==> src/rtl/time_unit_counter.sv <==
// Modular up/down time-unit counter (seconds, minutes, hours) with preset, BCD digits
// and a registered wrap pulse that feeds tick_in of the next unit directly.
module time_unit_counter #(
  parameter int MODULUS = 60,
  parameter int WIDTH   = 6
) (
  input  logic             clk,
  input  logic             rst,
  input  logic             tick_in,
  input  logic             en,
  input  logic             up_down,
  input  logic             clear,
  input  logic             load,
  input  logic [WIDTH-1:0] load_val,
  output logic [WIDTH-1:0] count,
  output logic [3:0]       tens,
  output logic [3:0]       ones,
  output logic             tick_out,
  output logic             terminal,
  output logic             load_err
);

  localparam logic [WIDTH-1:0] MaxVal = WIDTH'(MODULUS - 1);
  localparam logic [WIDTH:0]   ModExt = (WIDTH + 1)'(MODULUS);

  typedef enum logic [1:0] {
    ACT_HOLD,
    ACT_CLEAR,
    ACT_LOAD,
    ACT_TICK
  } action_e;

  logic [WIDTH-1:0] count_q, count_d;
  logic             tick_q, tick_d;
  logic             err_q, err_d;
  logic             load_ok;
  logic [7:0]       count_ext;
  action_e          action;

  // Out-of-range presets are rejected so count can never leave 0..MODULUS-1.
  assign load_ok = {1'b0, load_val} < ModExt;

  always_comb begin
    if (clear)               action = ACT_CLEAR;
    else if (load)           action = ACT_LOAD;
    else if (tick_in && en)  action = ACT_TICK;
    else                     action = ACT_HOLD;
  end

  always_comb begin
    // NOTE: every output gets a default first, so no path can infer a latch.
    count_d = count_q;
    tick_d  = 1'b0;
    err_d   = 1'b0;
    unique case (action)
      ACT_CLEAR: count_d = '0;
      ACT_LOAD: begin
        if (load_ok) count_d = load_val;
        else         err_d   = 1'b1;
      end
      ACT_TICK: begin
        if (up_down) begin
          if (count_q == MaxVal) begin
            count_d = '0;
            tick_d  = 1'b1;
          end else begin
            count_d = count_q + 1'b1;
          end
        end else begin
          if (count_q == '0) begin
            count_d = MaxVal;
            tick_d  = 1'b1;
          end else begin
            count_d = count_q - 1'b1;
          end
        end
      end
      default: ;
    endcase
  end

  always_ff @(posedge clk) begin
    // NOTE: non-blocking assignments so every register samples pre-edge values.
    if (rst) begin
      count_q <= '0;
      tick_q  <= 1'b0;
      err_q   <= 1'b0;
    end else begin
      count_q <= count_d;
      tick_q  <= tick_d;
      err_q   <= err_d;
    end
  end

  assign count     = count_q;
  assign tick_out  = tick_q;
  assign load_err  = err_q;
  assign count_ext = 8'(count_q);
  assign tens      = 4'(count_ext / 8'd10);
  assign ones      = 4'(count_ext % 8'd10);
  assign terminal  = up_down ? (count_q == MaxVal) : (count_q == '0);

endmodule

==> config.mk <==
export PLATFORM = sky130hd
export DESIGN_NAME = time_unit_counter
export DESIGN_NICKNAME = d
export VERILOG_FILES = /design/src/rtl/time_unit_counter.sv
export SDC_FILE = /design/constraint.sdc
export NUM_CORES = 1
export LEC_CHECK = 0
export BUFFER_PORTS_ARGS = -buffer_cell sky130_fd_sc_hd__buf_2
export CELL_PAD_IN_SITES_DETAIL_PLACEMENT = 1
export CELL_PAD_IN_SITES_GLOBAL_PLACEMENT = 1
export CORE_MARGIN = 1
export CORE_UTILIZATION = 36
export DETAILED_ROUTE_END_ITERATION = 12
export GPL_ROUTABILITY_DRIVEN = 0
export GPL_TIMING_DRIVEN = 0
export PLACE_DENSITY = 0.86
export SLEW_MARGIN = 20
export SYNTH_ARGS = -nofsm -noshare
export SYNTH_HDL_FRONTEND = slang
export SYNTH_SLANG_ARGS = --single-unit
==> constraint.sdc <==
create_clock -name clk -period 2.6 [get_ports clk]
set_clock_uncertainty 0.05 [all_clocks]
set_input_delay 0.26 -clock clk [delete_from_list [all_inputs] [get_ports clk]]
set_output_delay 0.26 -clock clk [all_outputs]
set_load 0.03 [all_outputs]
==> results of run 1 <==
==> state kept, by name (all words and copies together) (netlist names) <==
name and flops:
count 6, load_err 1, tick_out 1
==> critical path, delay by kind of cell (launching register included) <==
| family | cells | cell delay, ns |
|---|---|---|
| AOI/OAI and AO/OA | 5 | 0.74 |
| adders and majority gates | 2 | 0.57 |
| DFF | 1 | 0.34 |
| buffers and inverters | 3 | 0.32 |
==> logic make-up (layout without fill, tap and decap cells) <==
logic type / count (synthesis) / count (layout) / synth area share
AOI/OAI and AO/OA: 54 / 54 / 0.349
xor gates and xnor gates: 5 / 5 / 0.0432
adders and majority gates: 9 / 9 / 0.111
buffers and inverters: 20 / 55 / 0.0864
DFF: 8 / 8 / 0.158
muxes: 1 / 1 / 0.00988
other: 1 / 1 / 0.00370
and+or+nand+nor: 44 / 44 / 0.238
==> cell type report <==
cell class	count	area [sq um]	share of cell area
Buffer	11	71.3	0.0532
Sequential cell	8	166	0.124
Timing Repair Buffer	32	181	0.135
Tap cell	30	37.5	0.0280
Inverter	8	37.5	0.0280
Clock buffer	4	26.3	0.0196
Multi-Input combinational cell	114	820	0.612
==> final timing paths <==
path	to	depth (start not counted)	start	slack [ns]
hold reg to reg	count[0]	2	count[0]	0.55
setup reg to reg	count[3]	7	count[0]	0.26
setup / recovery	ones[2]	10	count[3]	0.06
hold / removal	count[3]	2	clear	0.21
==> power groups by stage <==
| stage | sequential, uW | clock (uW) | combinational [uW] |
|---|---|---|---|
| global placement | 131 | 0 | 137 |
| CTS | 128 | 112 | 155 |
| global route | 130 | 119 | 170 |
| finish | 129 | 113 | 157 |
| detailed placement | 132 | 0 | 143 |
| floorplan | 136 | 0 | 96.3 |
==> layer usage <==
| layer | wire length, microns | global-route usage | up-vias | part of all wire |
|---|---|---|---|---|
| met5 | 0 | 0 | - | 0 |
| met4 | 36 | 0.0458 | 0 | 0.010 |
| met3 | 95 | 0.0355 | 7 | 0.027 |
| met2 | 1770 | 0.494 | 27 | 0.51 |
| met1 | 1590 | 0.323 | 587 | 0.46 |
| li1 | - | - | 590 | - |
==> cell usage after synthesis (all sizes together), types with 2 or more instances <==
| library cell | count | area [sq um] |
|---|---|---|
| a21o | 3 | 22.5 |
| nand2b | 2 | 12.5 |
| nand2 | 8 | 30.0 |
| o21ai | 14 | 70.1 |
| nand3 | 5 | 25.0 |
| inv | 7 | 26.3 |
| nor2 | 11 | 41.3 |
| a21oi | 14 | 70.1 |
| a22oi | 2 | 15.0 |
| ha | 9 | 113 |
| dfxtp | 8 | 160 |
| buf | 10 | 50.0 |
| and3b | 2 | 17.5 |
| a211oi | 2 | 20.0 |
| nor3b | 3 | 22.5 |
| a221oi | 2 | 17.5 |
| nand4 | 4 | 25.0 |
| a32oi | 2 | 17.5 |
| nor3 | 2 | 10.0 |
| o21a | 3 | 22.5 |
| xnor2 | 4 | 35.0 |
| a31oi | 4 | 25.0 |
| clkbuf | 2 | 7.51 |
==> stage by stage <==
stage	TNS (ns)	total power [uW]	setup slack, ns	instance area, sq um
after floorplan	0	233	0.0172	1040
after global placement	-0.266	269	-0.207	1200
after detailed placement	-0.597	274	-0.313	1200
after CTS	0	395	0.0193	1320
after global routing	-0.00264	419	-0.00264	1340
final	0	399	0.0644	1340
==> what timing repair did <==
action / 4_1_cts / 5_1_grt
resized for setup: 13 / 5
endpoints found under the setup margin: 4 / 4
pin swaps: 2 / 4
buffers inserted: 5 / 1
gates cloned: 0 / 0
==> run metrics, run 1 <==
start-to-end type of the worst setup path=flip-flop to output port; clock buffer count from CTS=3; Arrival @ worst endpoint=2.23 ns; number of remaining DRC errors=0; 1st-iter DRT viols=27; starting density of the core=0.395; largest net degree at the start of global routing=11; top-level I/O count=30; Worst Tran Pin Value=0.527 ns; proportion of synthesized flip-flops having asynchronous set or reset=0; wire length of the first global-routing pass=5690 microns; delay of the slowest cell on the worst path=0.34 ns; chain of cells forming the critical path=buf_6, inv_2, ha_4, a21o_1, o21ai_2, a211oi_4, ha_1, o21a_1, a31oi_4, buf_6; sequential element share of the synthesized area=0.158; Pins Over Slew Limit=0; post-route worst hold slack=0.215 ns; synthesized area per cell=7.14 sq um; largest fanout on the critical path=4; worst-case vdd ir drop=0.261 mV; achievable frequency=394 MHz; outcome=finished clean; sequential share of power=0.324; clock sinks=8; internal power of the cells=245 uW; sum of routed wire length over all layers=3490 microns; number of flops mapped to enable cells by yosys=0; vias after detailed routing=1211; final count of hold timing violations=0; drt via density=5.85; final setup fails=0; flop and latch count out of synthesis=8; post-layout minimum cycle time=2.54 ns; worst min path class=input port to flip-flop; area growth from synthesis to layout=32.2%; normalized max-slew margin=0.649; die extent in y=55.1 microns; clk_lat worst skew=0.27 ns; fill count=341; number of H-tree levels=1; count of unique library cells instantiated by Yosys=46; CP Data Required Time=2.29 ns; Die Span X=55.1 microns; Warnings, synthesis=0; clock tree from TritonCTS=yes; wire per inst=16.9 microns; total congestion overflow after global routing=0; Post-Synthesis Cell Area=1010 sq um; antenna violations before repair=0; most prevalent standard cell on the critical path=buf_6; Logic pwr share=0.393; Routed Antenna Nets=0; most common flop cell mapped by yosys=dfxtp_1; number of port buffers=26; clock root cell=clkbuf_4; Initial DRT Pass Iterations=4; Die ar.=3030 sq um; standard-cell rows=18; share of cells above drive strength 1=0.305; cell at the slowest stage of the critical path=dfxtp_2; switching power share of the total=0.385; core footprint=2570 sq um; Gate Count Post-Synth=142; most frequent standard cell in the layout excluding fill and tap cells=buf_2; portion of the clock cycle consumed by the worst path in the final layout=0.975; total number of nets in the final design=200; commonest cells after routing, fill and taps aside=buf_2 (27), a21oi_1 (12), nor2_1 (11); placed cells=198; leakage=0.000586 uW; CP Capture Type=output port; clock input transition at the sequential cells of the worst setup and hold paths=0.06 ns; DPL Wire Length=2540 microns; vias in the first global route=1262; net count after synthesis=164; Finished Core Util=0.522; Overall Global Routing Usage=0.265; final std cells w/o fill=207; CTS Buffer Depth=2; antenna diode count=0; ratio of total power to cell area=298 nW/um^2; type of element launching the critical path=flip-flop; switching power=154 uW; Clk network pwr share=0.283; count of max-cap constraint violations=0; Hold-fix buffers, CTS=0
No activity file was read; power rests on OpenSTA's default activity.
==> inputs of run 2 (changes only) <==
--- a/config.mk
+++ b/config.mk
@@ -8,6 +8,7 @@
 export BUFFER_PORTS_ARGS = -buffer_cell sky130_fd_sc_hd__buf_2
 export CELL_PAD_IN_SITES_DETAIL_PLACEMENT = 1
 export CELL_PAD_IN_SITES_GLOBAL_PLACEMENT = 1
+export CORE_ASPECT_RATIO = 0.7
 export CORE_MARGIN = 1
 export CORE_UTILIZATION = 36
 export DETAILED_ROUTE_END_ITERATION = 12
==> run 2 against run 1 <==
Effect of this change: power up 11%; register-to-register slack got worse by 0.03 ns; critical path depth stayed put; sequential power about the same; sequential share of layout area about the same; die area is essentially flat; cell area grew 0.56%; final cell count grew 0.97%; via count rose by 5.9%; setup slack worse by 0.061 ns; critical endpoint unchanged; highest routed layer unchanged.
==> run metrics, run 2 (synthesized netlist as in run 1, its figures left out) <==
outcome=finished clean; Logic pwr share=0.359; commonest cells after routing, fill and taps aside=buf_2 (27), a21oi_1 (12), nor2_1 (11); PnR Total Power=441 uW; Arrival @ worst endpoint=2.29 ns; Clk network pwr share=0.346; cell at the slowest stage of the critical path=dfxtp_4; RSZ-0062 raised after global routing=true; portion of the clock cycle consumed by the worst path in the final layout=0.999; fill count=331; max reg flops=6; number of H-tree levels=1; worst-case vdd ir drop=0.141 mV; clock input transition at the sequential cells of the worst setup and hold paths=0.04 ns; number of cells traversed by the worst hold path=2; Overall Global Routing Usage=0.272; total congestion overflow after global routing=0; final design instance area without fill=1350 sq um; post-layout minimum cycle time=2.60 ns; Die ar.=3030 sq um; area of all sequential standard cells=168 sq um; sequential share of power=0.296; share of cells above drive strength 1=0.291; Worst Tran Pin Value=0.546 ns; delay of the slowest cell on the worst path=0.39 ns; Die Span X=65.4 microns; Pins Over Slew Limit=0; die extent in y=46.4 microns; internal power of the cells=291 uW; number of port buffers=26; clk_lat worst skew=0.23 ns; total cell area at the placement stage=1210 sq um; total number of nets in the final design=198; slack of the worst reg-to-reg path=0.23 ns; clock buffer count from CTS=3; Hold-fix buffers, CTS=0; CP Data Required Time=2.29 ns; final setup fails=0; antenna diode count=0; clock root cell=clkbuf_8; count of max-cap constraint violations=0; drt via density=6.13; ratio of total power to cell area=327 nW/um^2; type of element launching the critical path=flip-flop; Crit Reg-Reg Endpoint=count[3]; core footprint=2570 sq um; switching power=150 uW; area growth from synthesis to layout=33.0%; most frequent standard cell in the layout excluding fill and tap cells=buf_2; clock sinks=8; largest fanout on the critical path=7; multi-input gate area in the final layout=812 sq um; achievable frequency=385 MHz; clock tree from TritonCTS=yes; top-level I/O count=30; source of the worst register-to-register timing path=count[1]; Routed Antenna Nets=0; number of remaining DRC errors=0; start-to-end type of the worst setup path=flip-flop to output port; 1st-iter DRT viols=93; starting density of the core=0.394; sum of routed wire length over all layers=3840 microns; switching power share of the total=0.340; largest net degree at the start of global routing=11; Critical Path End=ones[2]; final setup TNS=0 ns; normalized max-slew margin=0.636; chain of cells forming the critical path=buf_8, clkinv_4, ha_4, a21o_1, o21ai_2, a211oi_4, ha_1, o21a_1, a31oi_4, buf_6; antenna violations before repair=0; vias after detailed routing=1282; leakage=0.000581 uW; wire per inst=18.4 microns; CP Capture Type=output port; standard-cell rows=15; post-route worst hold slack=0.256 ns; CTS Buffer Depth=2; source of the critical timing path=count[4]; worst min path class=input port to flip-flop; wire length of the first global-routing pass=6020 microns; Initial DRT Pass Iterations=5; R2R cell count=7; DPL Wire Length=2800 microns; final count of hold timing violations=0; vias in the first global route=1177
run 2: how the worst min path moves through the flow:
stage,startpoint,to
6_report,clear,count[3]
5_1_grt,clear,count[3]
4_1_cts,clear,count[3]
3_5_place_dp,clear,count[3]
3_3_place_gp,clear,count[3]
2_1_floorplan,clear,count[3]
run 2: per-stage QoR:
step	instances	util	setup slack, ns
6_report	209	0.524	0.00361
5_1_grt	209	0.524	-0.0771
4_1_cts	210	0.519	0.0116
3_5_place_dp	202	0.470	-0.251
3_3_place_gp	202	0.470	-0.161
2_1_floorplan	142	-	0.0172
run 2: cell type report:
class	count	share of cell area
well taps	34	0.0316
inverters	8	0.0288
repair buffers	30	0.126
clock buffers	4	0.0334
multi-input cells	114	0.603
plain buffers	11	0.0529
flip-flops and latches	8	0.124
run 2: metal layers:
metal	wire, microns	global-route usage	up-vias	share of wire
li1	-	-	588	-
met1	1730	0.358	629	0.45
met2	1850	0.466	59	0.48
met3	219	0.0322	6	0.057
met4	34	0.0913	0	0.0089
met5	0	0	-	0
run 2: power groups by stage:
stage               clock [uW]  combinational [uW]  sequential [uW]
global placement             0                 137              132
floorplan                    0                96.3              136
finish                     152                 158              131
CTS                        154                 154              129
detailed placement           0                 144              132
global route               165                 170              131
run 2: worst max-delay path: cells and delay by family, from the launching register on:
kind	cells	cell delay [ns]
AO/OA/AOI/OAI	5	0.77
flip-flops	1	0.39
buffers and inverters	3	0.33
adder cells (fa/ha/maj)	2	0.56
run 2: repair_timing:
item / CTS / global route
buffers inserted: 4 / 0
pin swaps: 2 / 1
endpoints found under the setup margin: 4 / 4
resized for setup: 12 / 5
